--- config.mk ---
export PLATFORM = sky130hd
export DESIGN_NAME = nibble_serial_add_ctrl
export DESIGN_NICKNAME = d
export VERILOG_FILES = /design/src/rtl/nibble_serial_add_ctrl.sv
export SDC_FILE = /design/constraint.sdc
export NUM_CORES = 1
export LEC_CHECK = 0
export BUFFER_PORTS_ARGS = -buffer_cell sky130_fd_sc_hd__buf_2
export CAP_MARGIN = 20
export CORE_AREA = 2 2 77 93
export CTS_BUF_LIST = sky130_fd_sc_hd__clkbuf_4
export DETAILED_ROUTE_END_ITERATION = 12
export DIE_AREA = 0 0 79 95
export GPL_ROUTABILITY_DRIVEN = 0
export SYNTH_ARGS = -nofsm -noshare
export SYNTH_HDL_FRONTEND = slang
export SYNTH_SLANG_ARGS = --single-unit
--- constraint.sdc ---
create_clock -name clk -period 9.58 [get_ports clk]
set_input_delay 1.916 -clock clk [delete_from_list [all_inputs] [get_ports clk]]
set_output_delay 1.916 -clock clk [all_outputs]
set_load 0.1 [all_outputs]
--- src/rtl/nibble_serial_add_ctrl.sv ---
// nibble_serial_add_ctrl
//   Adds two WIDTH-bit two's-complement operands (WIDTH = 4*NIBBLES) by
//   reusing one 4-bit ripple-carry slice, one nibble per step, LSB first.
//   The carry between nibbles is chained through a register. Each nibble
//   is given SETTLE cycles before its slice outputs are sampled.
//
//   Optional build macro ADDSEQ_SUB_EN adds the 'op' port (0=add, 1=sub).
//   It is latched with the operands. Subtract uses b' = ~b with an initial
//   carry of 1, so carryout then means "no borrow".
//
// Ports
//   clk        rising-edge clock
//   rst_n      asynchronous active-low reset
//   in_valid   operands a/b present
//   in_ready   operands can be accepted (IDLE only)
//   a, b       WIDTH-bit two's-complement operands
//   op         (ADDSEQ_SUB_EN only) 0=add, 1=subtract
//   out_valid  sum/carryout/overflow valid (DONE)
//   out_ready  consumer takes the result
//   sum        registered WIDTH-bit result
//   carryout   carry out of the MSB nibble
//   overflow   signed overflow of the full-width operation
//   busy       high in CALC or DONE
module nibble_serial_add_ctrl #(
  parameter int NIBBLES = 4,
  parameter int SETTLE  = 2
) (
  input  logic                 clk,
  input  logic                 rst_n,
  input  logic                 in_valid,
  output logic                 in_ready,
  input  logic [4*NIBBLES-1:0] a,
  input  logic [4*NIBBLES-1:0] b,
`ifdef ADDSEQ_SUB_EN
  input  logic                 op,
`endif
  output logic                 out_valid,
  input  logic                 out_ready,
  output logic [4*NIBBLES-1:0] sum,
  output logic                 carryout,
  output logic                 overflow,
  output logic                 busy
);

  localparam int WIDTH = 4 * NIBBLES;
  localparam int IDX_W = (NIBBLES > 1) ? $clog2(NIBBLES) : 1;
  localparam int CNT_W = (SETTLE > 1) ? $clog2(SETTLE) : 1;
  localparam logic [IDX_W-1:0] IDX_LAST = IDX_W'(NIBBLES - 1);
  localparam logic [CNT_W-1:0] CNT_LAST = CNT_W'(SETTLE - 1);

  typedef enum logic [1:0] {IDLE, CALC, DONE} state_t;

  state_t           state;
  state_t           state_nxt;
  logic             accept;

  logic [WIDTH-1:0] a_r;
  logic [WIDTH-1:0] bp_r;   // b as seen by the slice (inverted for subtract)
  logic [IDX_W-1:0] idx;
  logic [CNT_W-1:0] cnt;
  logic             carry;

  logic [WIDTH-1:0] bp_in;
  logic             carry_init;
  logic [3:0]       slice_a;
  logic [3:0]       slice_b;
  logic [3:0]       slice_sum;
  logic             slice_co;
  logic             step_done;
  logic             last_nibble;

  // 4-bit ripple of full adders; carry propagates bit by bit.
  function automatic logic [4:0] ripple4(input logic [3:0] x,
                                         input logic [3:0] y,
                                         input logic       ci);
    logic [4:0] c;
    logic [3:0] s;
    c[0] = ci;
    for (int i = 0; i < 4; i++) begin
      s[i]     = x[i] ^ y[i] ^ c[i];
      c[i+1]   = (x[i] & y[i]) | (c[i] & (x[i] ^ y[i]));
    end
    return {c[4], s};
  endfunction

`ifdef ADDSEQ_SUB_EN
  assign bp_in      = op ? ~b : b;
  assign carry_init = op;
`else
  assign bp_in      = b;
  assign carry_init = 1'b0;
`endif

  assign slice_a                = a_r[{idx, 2'b00} +: 4];
  assign slice_b                = bp_r[{idx, 2'b00} +: 4];
  assign {slice_co, slice_sum}  = ripple4(slice_a, slice_b, carry);

  // Slice outputs are only trusted on the last settle cycle of a nibble.
  assign step_done   = (cnt == CNT_LAST);
  assign last_nibble = (idx == IDX_LAST);

  always_ff @(posedge clk or negedge rst_n) begin
    if (!rst_n) begin
      state <= IDLE;
    end else begin
      state <= state_nxt;
    end
  end

  always_comb begin
    state_nxt = state;
    in_ready  = 1'b0;
    out_valid = 1'b0;
    busy      = 1'b0;
    accept    = 1'b0;
    case (state)
      IDLE: begin
        in_ready = 1'b1;
        if (in_valid) begin
          accept    = 1'b1;
          state_nxt = CALC;
        end
      end
      CALC: begin
        busy = 1'b1;
        if (step_done && last_nibble) state_nxt = DONE;
      end
      DONE: begin
        busy      = 1'b1;
        out_valid = 1'b1;
        // A simultaneous in_valid is not taken here; accept happens from IDLE.
        if (out_ready) state_nxt = IDLE;
      end
      default: state_nxt = IDLE;
    endcase
  end

  // Operand latch, nibble stepping and result registers.
  always_ff @(posedge clk or negedge rst_n) begin
    if (!rst_n) begin
      a_r      <= '0;
      bp_r     <= '0;
      idx      <= '0;
      cnt      <= '0;
      carry    <= 1'b0;
      sum      <= '0;
      carryout <= 1'b0;
      overflow <= 1'b0;
    end else if (accept) begin
      a_r   <= a;
      bp_r  <= bp_in;
      idx   <= '0;
      cnt   <= '0;
      carry <= carry_init;
    end else if (state == CALC) begin
      if (step_done) begin
        sum[{idx, 2'b00} +: 4] <= slice_sum;
        carry                  <= slice_co;
        cnt                    <= '0;
        if (last_nibble) begin
          carryout <= slice_co;
          overflow <= (a_r[WIDTH-1] == bp_r[WIDTH-1]) &&
                      (slice_sum[3] != a_r[WIDTH-1]);
        end else begin
          idx <= idx + 1'b1;
        end
      end else begin
        cnt <= cnt + 1'b1;
      end
    end
  end

endmodule

# [Yosys cells after proc, flatten, opt, wreduce, memory -nomap -nowiden]
# Index checks and enable logic that the tools add are counted.
[totals] wordCells=77 regBits=56 ramBits=0 latch_bits=0 memories=0 mem_bits_ro=0 output_inout_bits=21 inputBits=36
[op_classes] n_eq_ne=9 bitwise=21 n_lt_le_gt_ge=0 mul=0 shifts=4 n_reduce_logical=11 add_sub_neg=3 div_mod_pow=0 n_mux=20
[op_table] operator="$shiftx A16 B5 Y4" count=2
[op_table] operator="$bwmux W16" count=1
[op_table] operator="$shift A4 B6 Y16 const A" count=1
[op_table] operator="$shiftx A4 B6 Y16" count=1
[op_table] operator="$mux W2" count=7
[op_table] operator="$mux W1" count=11
[op_table] operator="$reduce_and A3 Y1" count=3
[op_table] operator="$and A1 B1 Y1" count=8
[op_table] operator="$ne A2 B2 Y1 const B" count=4
[op_table] operator="$xor A1 B1 Y1" count=8
[op_table] operator="$neg A4 Y6" count=1
[op_table] operator="$pmux W2 S3" count=1
[op_table] operator="$eq A2 B2 Y1 const B" count=2
[op_table] operator="$or A1 B1 Y1" count=4
[op_table] operator="$reduce_and A4 Y1" count=1
[op_table] operator="$reduce_bool A2 Y1" count=2
[op_table] operator="$add A2 B1 Y2 const B" count=1
[op_table] operator="$eq A2 B1 Y1 const B" count=1
[op_table] operator="$logic_and A1 B1 Y1" count=2
[op_table] operator="$logic_not A2 Y1" count=1
[op_table] operator="$reduce_and A2 Y1" count=1
[op_table] operator="$reduce_or A2 Y1" count=1
[op_table] operator="$add A1 B1 Y1 const B" count=1
[op_table] operator="$eq A1 B1 Y1" count=1
[op_table] operator="2 further kinds" count=2

# [Depth between registers and ports, before layout]
# Gate-level depths: netlist (run 1).
[logic_depth] ltp_word=13 ltp_mapped=14 ltp_nobuf=12

# [Worst setup path after synthesis (run 1)]
# Ideal clock, no wire load.
[synth_timing] path_type="register to output" start="register state[0]" end="output port in_ready" path_stages_with_launch=3 t_arrival_ps=1341 required_time_ps=7664 slack_ps=6323 path_cell_list="dfrtp_1 > inv_1 > ha_1"
[synth_via] elab_chain_cells=2
[synth_rtl] item="start: declaration" line="53" rtl="state_t state;"
[synth_rtl] item="start signal: assignment" line="106" rtl="state <= state_nxt;"
[synth_rtl] item="$logic_not A2 Y1" line="116" rtl="case (state)"
[synth_rtl] item="$mux W1" line="116"
[synth_rtl] item="end: declaration" line="31" rtl="output logic in_ready,"
# Every way passes these cells.

# [Final worst setup path (run 1)]
[layout_timing] start="register state[1]" end="output port in_ready"
# The elaborated chain is that of the path after synthesis.

==> impl_metrics.csv, run 1 <==
group,metric,value,unit
placed_design,dp.cells,338,
final_layout,stdcell_count,345,
critical_path,cp.buffers_inverters,2,
floorplanning,die_h,95,microns
synth,ys_async_sr_fraction,1.000,
sta,hold_viol_final,0,
sta,tns,0,ps
final_layout,drive_gt1_frac,0.4341,
clock_network,clock_path_buffers,2,
synth,synth_compound_area_frac,0.01587,
drt,vias,1695,
placed_design,io_buffer_count,56,
synth,syn_inst,202,
synth,muxShareOfSynthArea,0.2889,
floorplanning,start_util,0.4125,
final_layout,fin_util,0.4721,
final_layout,final_cell_mix,"56 x dfrtp_1, 56 x buf_2, 43 x mux2_2",
critical_path,crit_fanout,8,
outcome,status,"finished clean",
floorplanning,fp.coreArea,6689,sq um
global_route,grt_usage,0.1431,
critical_path,worstPathArrival,1660,ps
critical_path,crit_cells,3,
global_route,grt_pass1_vias,1761,
sta,period_share,0.3733,
critical_path,max_stage_delay,480,ps
clock_network,postCtsSetupRepairBufs,0,
clock_network,cts_buffers,5,
drt,drtAntennaViolNets,0,
drt,route.detailed.drc,0,
synth,synth-seq-cells,56,
critical_path,path_cells,"inv_1, ha_1, buf_2",
synth,synthAdderAreaFrac,0.06531,
final_layout,fill_cells,643,
clock_network,clkTransAtPathRegs,150,ps
clock_network,cts-root-buf,"clkbuf_4",
synth,synth_top_family_by_area,"multiplexers",
worst_hold_path,min_path_type,"flop to flop",
synth,ys_seq_area_frac,0.5079,
sta,setup_viol,0,
clock_network,clock_latency,370,ps
synth,synth_edf_count,0,
clock_network,cts_sinks,56,
drt,dr.pass1.iters,4,
placed_design,dp_hpwl,3586,microns
final_layout,diodes,0,
critical_path,cp-startpoint,"state[1]$_DFFE_PN0P_",
final_layout,area_growth,14.47,%
sta,clock_skew,10.57,ps
floorplanning,io_pins,57,
global_route,grt_pass1_wl,8286,microns
clock_network,hold_buffers,0,
synth,synth-xor-area-share,0.006349,
critical_path,cp_top_family,"buffers and inverters",
synth,synth_area,2759,sq um
global_route,grt_start_max_net_pins,57,
synth,synth.avg_cell_area,13.66,sq um
drt,drt-wirelength-per-cell,14.18,microns
clock_network,cts_htree_levels,2,
synth,yosys.area.top_type_share,0.5079,
drt,drt_wl_total,4893,microns
critical_path,r2r-end,"overflow$_DFFE_PN0P_",
floorplanning,num_rows,33,
global_route,antenna_found_initial,0,
clock_network,post_cts_resize_count,0,
critical_path,crit_slowest_cell,"buf_2",
critical_path,crit_end,"in_ready",
critical_path,path_class,"flop to output port",
synth,ys.flop_type,"dfrtp_1",
final_layout,nets,306,
critical_path,r2r_slack,6100,ps
synth,synth.area.top_cells,"dfrtp_1 51%, mux2_2 18%, mux4_1 7.6%",
synth,syn_nets,250,
floorplanning,die_w,79,microns
drt,vias_per_cell,4.913,
global_route,overflow,0,
synth,yosysWarnings,0,
synth,ys_types,28,
critical_path,r2r_cells,12,
synth,synthSimpleGateAreaFrac,0.07120,
critical_path,r2r_start,"idx[0]$_DFFE_PN0P_",
drt,drt-initial-drc-count,59,
sta,maxSlewViolCount,0,
sta,maxSlewHeadroom,0.4376,
floorplanning,die_area,7505,sq um
critical_path,crit_path_end_kind,"output port",
job,drv_cap,0,
sta,worst_hold_slack,511.1,ps
sta,fin_crit,3576,ps
sta,timing.fmax,279.6,MHz
synth,synth_area_leader_cell,"dfrtp_1",
sta,rsz0062_at_grt,"false",
sta,tightestPinTransition,840.6,ps
critical_path,crit_required,7660,ps
critical_path,start_kind,"flop",
clock_network,tritoncts,"done",
-- stage by stage --
stage	setup slack [ps]	instance area [sq um]
floorplan	6323	2759
global placement	6011	3108
detailed placement	5991	3108
CTS	5986	3158
global route	5868	3158
finish	6004	3158
-- state kept, by name (all words and copies together) (netlist names) --
signal	flops
a_r	16
bp_r	16
carry	1
carryout	1
cnt	1
idx	2
overflow	1
state	2
sum	16
-- worst min-delay path by stage --
stage                                  start                 end  slack [ps]  depth (start not counted)
final                     a_r[8]$_DFFE_PN0P_  a_r[8]$_DFFE_PN0P_         510                          1
after global routing      a_r[8]$_DFFE_PN0P_  a_r[8]$_DFFE_PN0P_         530                          1
after detailed placement  a_r[8]$_DFFE_PN0P_  a_r[8]$_DFFE_PN0P_         490                          1
after global placement    a_r[8]$_DFFE_PN0P_  a_r[8]$_DFFE_PN0P_         480                          1
after floorplan           a_r[7]$_DFFE_PN0P_  a_r[7]$_DFFE_PN0P_         460                          1
after CTS                 a_r[8]$_DFFE_PN0P_  a_r[8]$_DFFE_PN0P_         520                          1
-- logic make-up (layout without fill, tap and decap cells) --
kind of cell	Yosys count	after routing
mux	61	61
flops	56	56
simple gates	36	36
buf+inv	28	84
fa+ha+maj	12	12
compound gates	7	7
xor+xnor	2	2
-- area by class of cell --
| class | count | area (sq um) | area share |
|---|---|---|---|
| inverter | 20 | 75.07 | 0.02377 |
| timing repair buffer | 57 | 287.8 | 0.09113 |
| tap | 87 | 108.9 | 0.03447 |
| multi-input combinational | 118 | 1235 | 0.3910 |
| clock buffer | 5 | 37.54 | 0.01189 |
| clock inverter | 2 | 12.51 | 0.003962 |
| sequential | 56 | 1401 | 0.4437 |
-- synthesized netlist by cell type (2+ instances only) --
master	number
dfrtp_1	56
mux2_2	43
inv_1	20
nor2_1	10
nand2_1	9
ha_1	8
mux2i_1	8
mux4_1	8
buf_2	5
a21oi_1	4
fa_1	4
nand4_1	3
nor3b_1	3
or3b_2	3
mux2_1	2
nand3b_1	2
nor2b_1	2
xnor2_1	2
-- routing by layer --
layer	up-vias	share of wire	track usage
li1	813	-	-
met5	-	0	0
met4	0	0.012	0.04741
met1	835	0.45	0.1787
met2	41	0.49	0.2444
met3	6	0.046	0.03442
Power of run 1 is not shown: default switching activity piles up to over one toggle a cycle in this logic, so the estimate is an artifact.
==> inputs of run 2 (changes only) <==
--- a/config.mk
+++ b/config.mk
@@ -12,6 +12,7 @@
 export DETAILED_ROUTE_END_ITERATION = 12
 export DIE_AREA = 0 0 79 95
 export GPL_ROUTABILITY_DRIVEN = 0
+export PLACE_DENSITY = 0.66
 export SYNTH_ARGS = -nofsm -noshare
 export SYNTH_HDL_FRONTEND = slang
 export SYNTH_SLANG_ARGS = --single-unit
==> constraint.sdc (replaced) <==
create_clock -name clk -period 2.88 [get_ports clk]
set_input_delay 0.576 -clock clk [delete_from_list [all_inputs] [get_ports clk]]
set_output_delay 0.576 -clock clk [all_outputs]
set_load 0.1 [all_outputs]
==> impl_metrics.csv, run 2 (synthesized netlist as in run 1, its figures left out) <==
group,metric,value,unit
outcome,status,"finished clean",
floorplanning,io_pins,57,
global_route,grt_usage,0.1499,
global_route,grt_pass1_wl,8611,microns
clock_network,clock_latency,370,ps
critical_path,crit_fanout,5,
critical_path,path_class,"flop to flop",
placed_design,io_buffer_count,56,
sta,hold_viol_final,0,
final_layout,layout_commonest_cell,"buf_2",
global_route,antenna_found_initial,0,
critical_path,crit_path_end_kind,"flop",
sta,fin_crit,2868,ps
sta,maxSlewViolCount,0,
floorplanning,die_w,79,microns
clock_network,tritoncts,"done",
final_layout,area_growth,16.69,%
clock_network,hold_buffers,0,
floorplanning,num_rows,33,
sta,worst_hold_slack,199.8,ps
clock_network,cts_buffers,5,
final_layout,reg.largest.list,"a_r x16, bp_r x16, sum x16",
final_layout,diodes,0,
clock_network,postCtsSetupRepairBufs,0,
drt,vias_per_cell,4.909,
sta,tightestPinTransition,625.9,ps
sta,timing.fmax,348.7,MHz
drt,route.detailed.drc,0,
critical_path,r2r_cells,11,
sta,rsz0062_at_grt,"true",
drt,drt-initial-drc-count,25,
clock_network,cts_sinks,56,
placed_design,dp_hpwl,3865,microns
sta,period_share,0.9958,
global_route,overflow,0,
floorplanning,die_h,95,microns
drt,drt-wirelength-per-cell,14.33,microns
sta,clock_skew,11.93,ps
critical_path,worstPathArrival,3140,ps
final_layout,fin_util,0.4813,
sta,maxSlewHeadroom,0.5827,
floorplanning,start_util,0.4125,
critical_path,r2r-end,"overflow$_DFFE_PN0P_",
global_route,grt_pass1_vias,1780,
placed_design,pre_cts_slack,-145.0,ps
clock_network,cts-root-buf,"clkbuf_4",
drt,vias,1723,
critical_path,path_cells,"mux4_2, inv_2, fa_2, inv_2, fa_2, inv_2, fa_2, inv_2, fa_2, o22ai_1, mux2_2",
critical_path,crit_required,3160,ps
critical_path,r2r_start,"idx[0]$_DFFE_PN0P_",
critical_path,cp-startpoint,"idx[0]$_DFFE_PN0P_",
job,drv_cap,0,
floorplanning,die_area,7505,sq um
critical_path,max_stage_delay,570,ps
final_layout,drive_gt1_frac,0.4962,
sta,setup_viol,0,
drt,drtAntennaViolNets,0,
global_route,grt_start_max_net_pins,33,
floorplanning,fp.coreArea,6689,sq um
clock_network,cts_htree_levels,2,
clock_network,clock_path_buffers,2,
drt,dr.pass1.iters,4,
critical_path,start_kind,"flop",
critical_path,r2r_slack,10,ps
final_layout,final_cell_mix,"56 x buf_2, 55 x dfrtp_1, 43 x mux2_2",
clock_network,clkTransAtPathRegs,150,ps
critical_path,crit_slowest_cell,"fa_2",
final_layout,nets,312,
worst_hold_path,min_path_type,"input pin to async pin",
drt,drt_wl_total,5030,microns
sta,setup_slack,12.21,ps
## run 2: cell count changes in the layout (fill, tap and decap cells not counted), sizes merged
cell,change
clkinvlp,-1
buf,+6
clkbuf,+1
## run 2: per-stage QoR
stage / TNS (ps) / instance area [sq um] / std cells
final: 0 / 3219 / 351
after global routing: -357.1 / 3219 / 351
after CTS: -0.4581 / 3219 / 351
after detailed placement: -344.3 / 3167 / 344
after global placement: -47.90 / 3167 / 344
after floorplan: -223.5 / 2764 / 202
## run 2: worst max-delay path by stage
stage	endpoint	slack [ps]
floorplan	overflow$_DFFE_PN0P_	-140
global placement	overflow$_DFFE_PN0P_	-50
detailed placement	overflow$_DFFE_PN0P_	-150
CTS	overflow$_DFFE_PN0P_	-0.5
global route	overflow$_DFFE_PN0P_	-130
finish	overflow$_DFFE_PN0P_	10
## run 2: what timing repair did
item                                    4_1_cts  5_1_grt
pin swaps                                     3        1
endpoints found under the setup margin        5        5
resized for setup                            10        0
## run 2: final cells by class
class / count / area [sq um]
multi-input cells: 118 / 1234
flip-flops and latches: 56 / 1403
fillers: 635 / 3470
clock buffers: 6 / 45.04
clock inverters: 1 / 5.005
inverters: 20 / 75.07
well taps: 87 / 108.9
repair buffers: 63 / 349.1
## run 2: critical path: cells and delay by family, from the launching register on
kind / cells / cell delay (ps)
mux: 2 / 780
flops: 1 / 440
fa+ha+maj: 4 / 1270
buf+inv: 4 / 210
compound gates: 1 / 80
## run 2: layer usage
layer	global-route usage	vias to the layer above	part of all wire
li1	-	822	-
met1	0.1856	857	0.43
met2	0.2627	38	0.52
met3	0.03346	6	0.041
met4	0.04310	0	0.012
met5	0	-	0
Power of run 2 is left out for the same reason.
==> inputs of run 3 (changes only) <==
==> config.mk (replaced) <==
export PLATFORM = sky130hd
export DESIGN_NAME = nibble_serial_add_ctrl
export DESIGN_NICKNAME = d
export VERILOG_FILES = /design/src/rtl/nibble_serial_add_ctrl.sv
export SDC_FILE = /design/constraint.sdc
export NUM_CORES = 1
export LEC_CHECK = 0
export CAP_MARGIN = 0
export CORE_AREA = 2 2 77 93
export CTS_BUF_LIST = sky130_fd_sc_hd__clkbuf_4
export DETAILED_ROUTE_END_ITERATION = 12
export DIE_AREA = 0 0 79 95
export DONT_BUFFER_PORTS = 1
export GPL_ROUTABILITY_DRIVEN = 0
export SYNTH_ARGS = -nofsm -noshare
export SYNTH_HDL_FRONTEND = slang
export SYNTH_SLANG_ARGS = --single-unit
==> impl_metrics.csv, run 3 (synthesized netlist as in run 1, its figures left out) <==
group,metric,value,unit
outcome,status,"finished clean",
job,drv_cap,0,
clock_network,cts_buffers,5,
sta,worst_hold_slack,28.48,ps
sta,maxSlewViolCount,0,
clock_network,clock_latency,380,ps
global_route,overflow,0,
floorplanning,die_w,79,microns
sta,clock_skew,6.278,ps
drt,vias,1532,
floorplanning,fp.coreArea,6689,sq um
final_layout,final_cell_mix,"55 x dfrtp_1, 43 x mux2_2, 15 x inv_1",
drt,drt-initial-drc-count,26,
clock_network,tritoncts,"done",
global_route,grt_usage,0.1533,
sta,maxSlewHeadroom,0.3849,
global_route,grt_pass1_wl,8645,microns
sta,setup_viol,0,
global_route,antenna_found_initial,1,
floorplanning,start_util,0.4125,
clock_network,cts_sinks,56,
drt,dr.pass1.iters,4,
drt,drtAntennaViolNets,0,
final_layout,area_growth,8.390,%
sta,tightestPinTransition,922.6,ps
placed_design,pre_cts_slack,-154.5,ps
critical_path,crit_fanout,5,
drt,vias_per_cell,5.073,
sta,hold_viol_final,0,
final_layout,drive_gt1_frac,0.3832,
global_route,grt_pass1_vias,1684,
sta,rsz0062_at_grt,"true",
global_route,grt_start_max_net_pins,57,
clock_network,cts_htree_levels,2,
critical_path,crit_required,3170,ps
clock_network,clock_path_buffers,2,
final_layout,nets,261,
sta,fin_crit,2859,ps
sta,tns,0,ps
final_layout,reg.largest.list,"a_r x16, bp_r x16, sum x16",
critical_path,start_kind,"flop",
sta,period_share,0.9928,
drt,drt_wl_total,5200,microns
floorplanning,io_pins,57,
clock_network,cts-root-buf,"clkbuf_4",
floorplanning,num_rows,33,
drt,route.detailed.drc,0,
clock_network,clkTransAtPathRegs,160,ps
placed_design,dp_hpwl,3818,microns
critical_path,crit_path_end_kind,"flop",
floorplanning,die_area,7505,sq um
critical_path,worstPathArrival,3150,ps
placed_design,io_buffer_count,0,
final_layout,layout_commonest_cell,"dfrtp_1",
worst_hold_path,min_path_type,"input pin to async pin",
sta,timing.fmax,349.7,MHz
floorplanning,die_h,95,microns
drt,drt-wirelength-per-cell,17.22,microns
critical_path,path_class,"flop to flop",
sta,setup_slack,20.80,ps
==> run 3: layout make-up <==
| cell class | instances | area [sq um] |
|---|---|---|
| fill | 633 | 3699 |
| timing repair buffer | 12 | 110.1 |
| inverter | 20 | 75.07 |
| multi-input combinational | 118 | 1236 |
| sequential | 56 | 1403 |
| clock inverter | 3 | 17.52 |
| clock buffer | 5 | 37.54 |
| antenna | 1 | 2.502 |
| tap | 87 | 108.9 |
==> run 3: final timing paths <==
kind,startpoint,end,slack (ps),cells after the start
worst max register to register,idx[0]$_DFFE_PN0P_,overflow$_DFFE_PN0P_,20,12
worst min-delay path,rst_n,sum[2]$_DFFE_PN0P_,30,1
min in group clk,in_valid,cnt$_DFFE_PN0P_,260,1
max in group asynchronous,rst_n,idx[0]$_DFFE_PN0P_,2590,1
worst min register to register,a_r[7]$_DFFE_PN0P_,a_r[7]$_DFFE_PN0P_,520,1
worst max-delay path,idx[0]$_DFFE_PN0P_,overflow$_DFFE_PN0P_,20,12
==> run 3: per-layer routing <==
layer	wire length, microns	global-route usage	part of all wire
met4	63	0.04310	0.012
met1	2119	0.1803	0.41
met3	344	0.05354	0.066
met2	2672	0.2655	0.51
met5	0	0	0
==> run 3: repair_timing <==
action,4_1_cts,5_1_grt
hold endpoints to repair,56,0
hold buffers,1,0
buffers inserted,1,0
resized for setup,10,1
pin swaps,3,0
setup endpoints to repair,5,5
==> run 3: worst max-delay path, cell delays in order (launching register included) <==
cell,delay (ps)
dfrtp_2,460
mux4_2,340
inv_2,40
fa_2,350
inv_2,60
fa_2,180
inv_2,40
fa_2,330
inv_2,60
fa_2,470
nand2b_1,110
o22ai_2,70
mux2_2,260
==> run 3: per-stage QoR <==
stage / utilization / instance area (sq um) / instances
6_report: 0.4471 / 2990 / 302
5_1_grt: 0.4471 / 2990 / 302
4_1_cts: 0.4465 / 2987 / 301
3_5_place_dp: 0.4330 / 2897 / 291
3_3_place_gp: 0.4330 / 2897 / 291
2_1_floorplan: - / 2764 / 202
Power of run 3 is left out for the same reason.
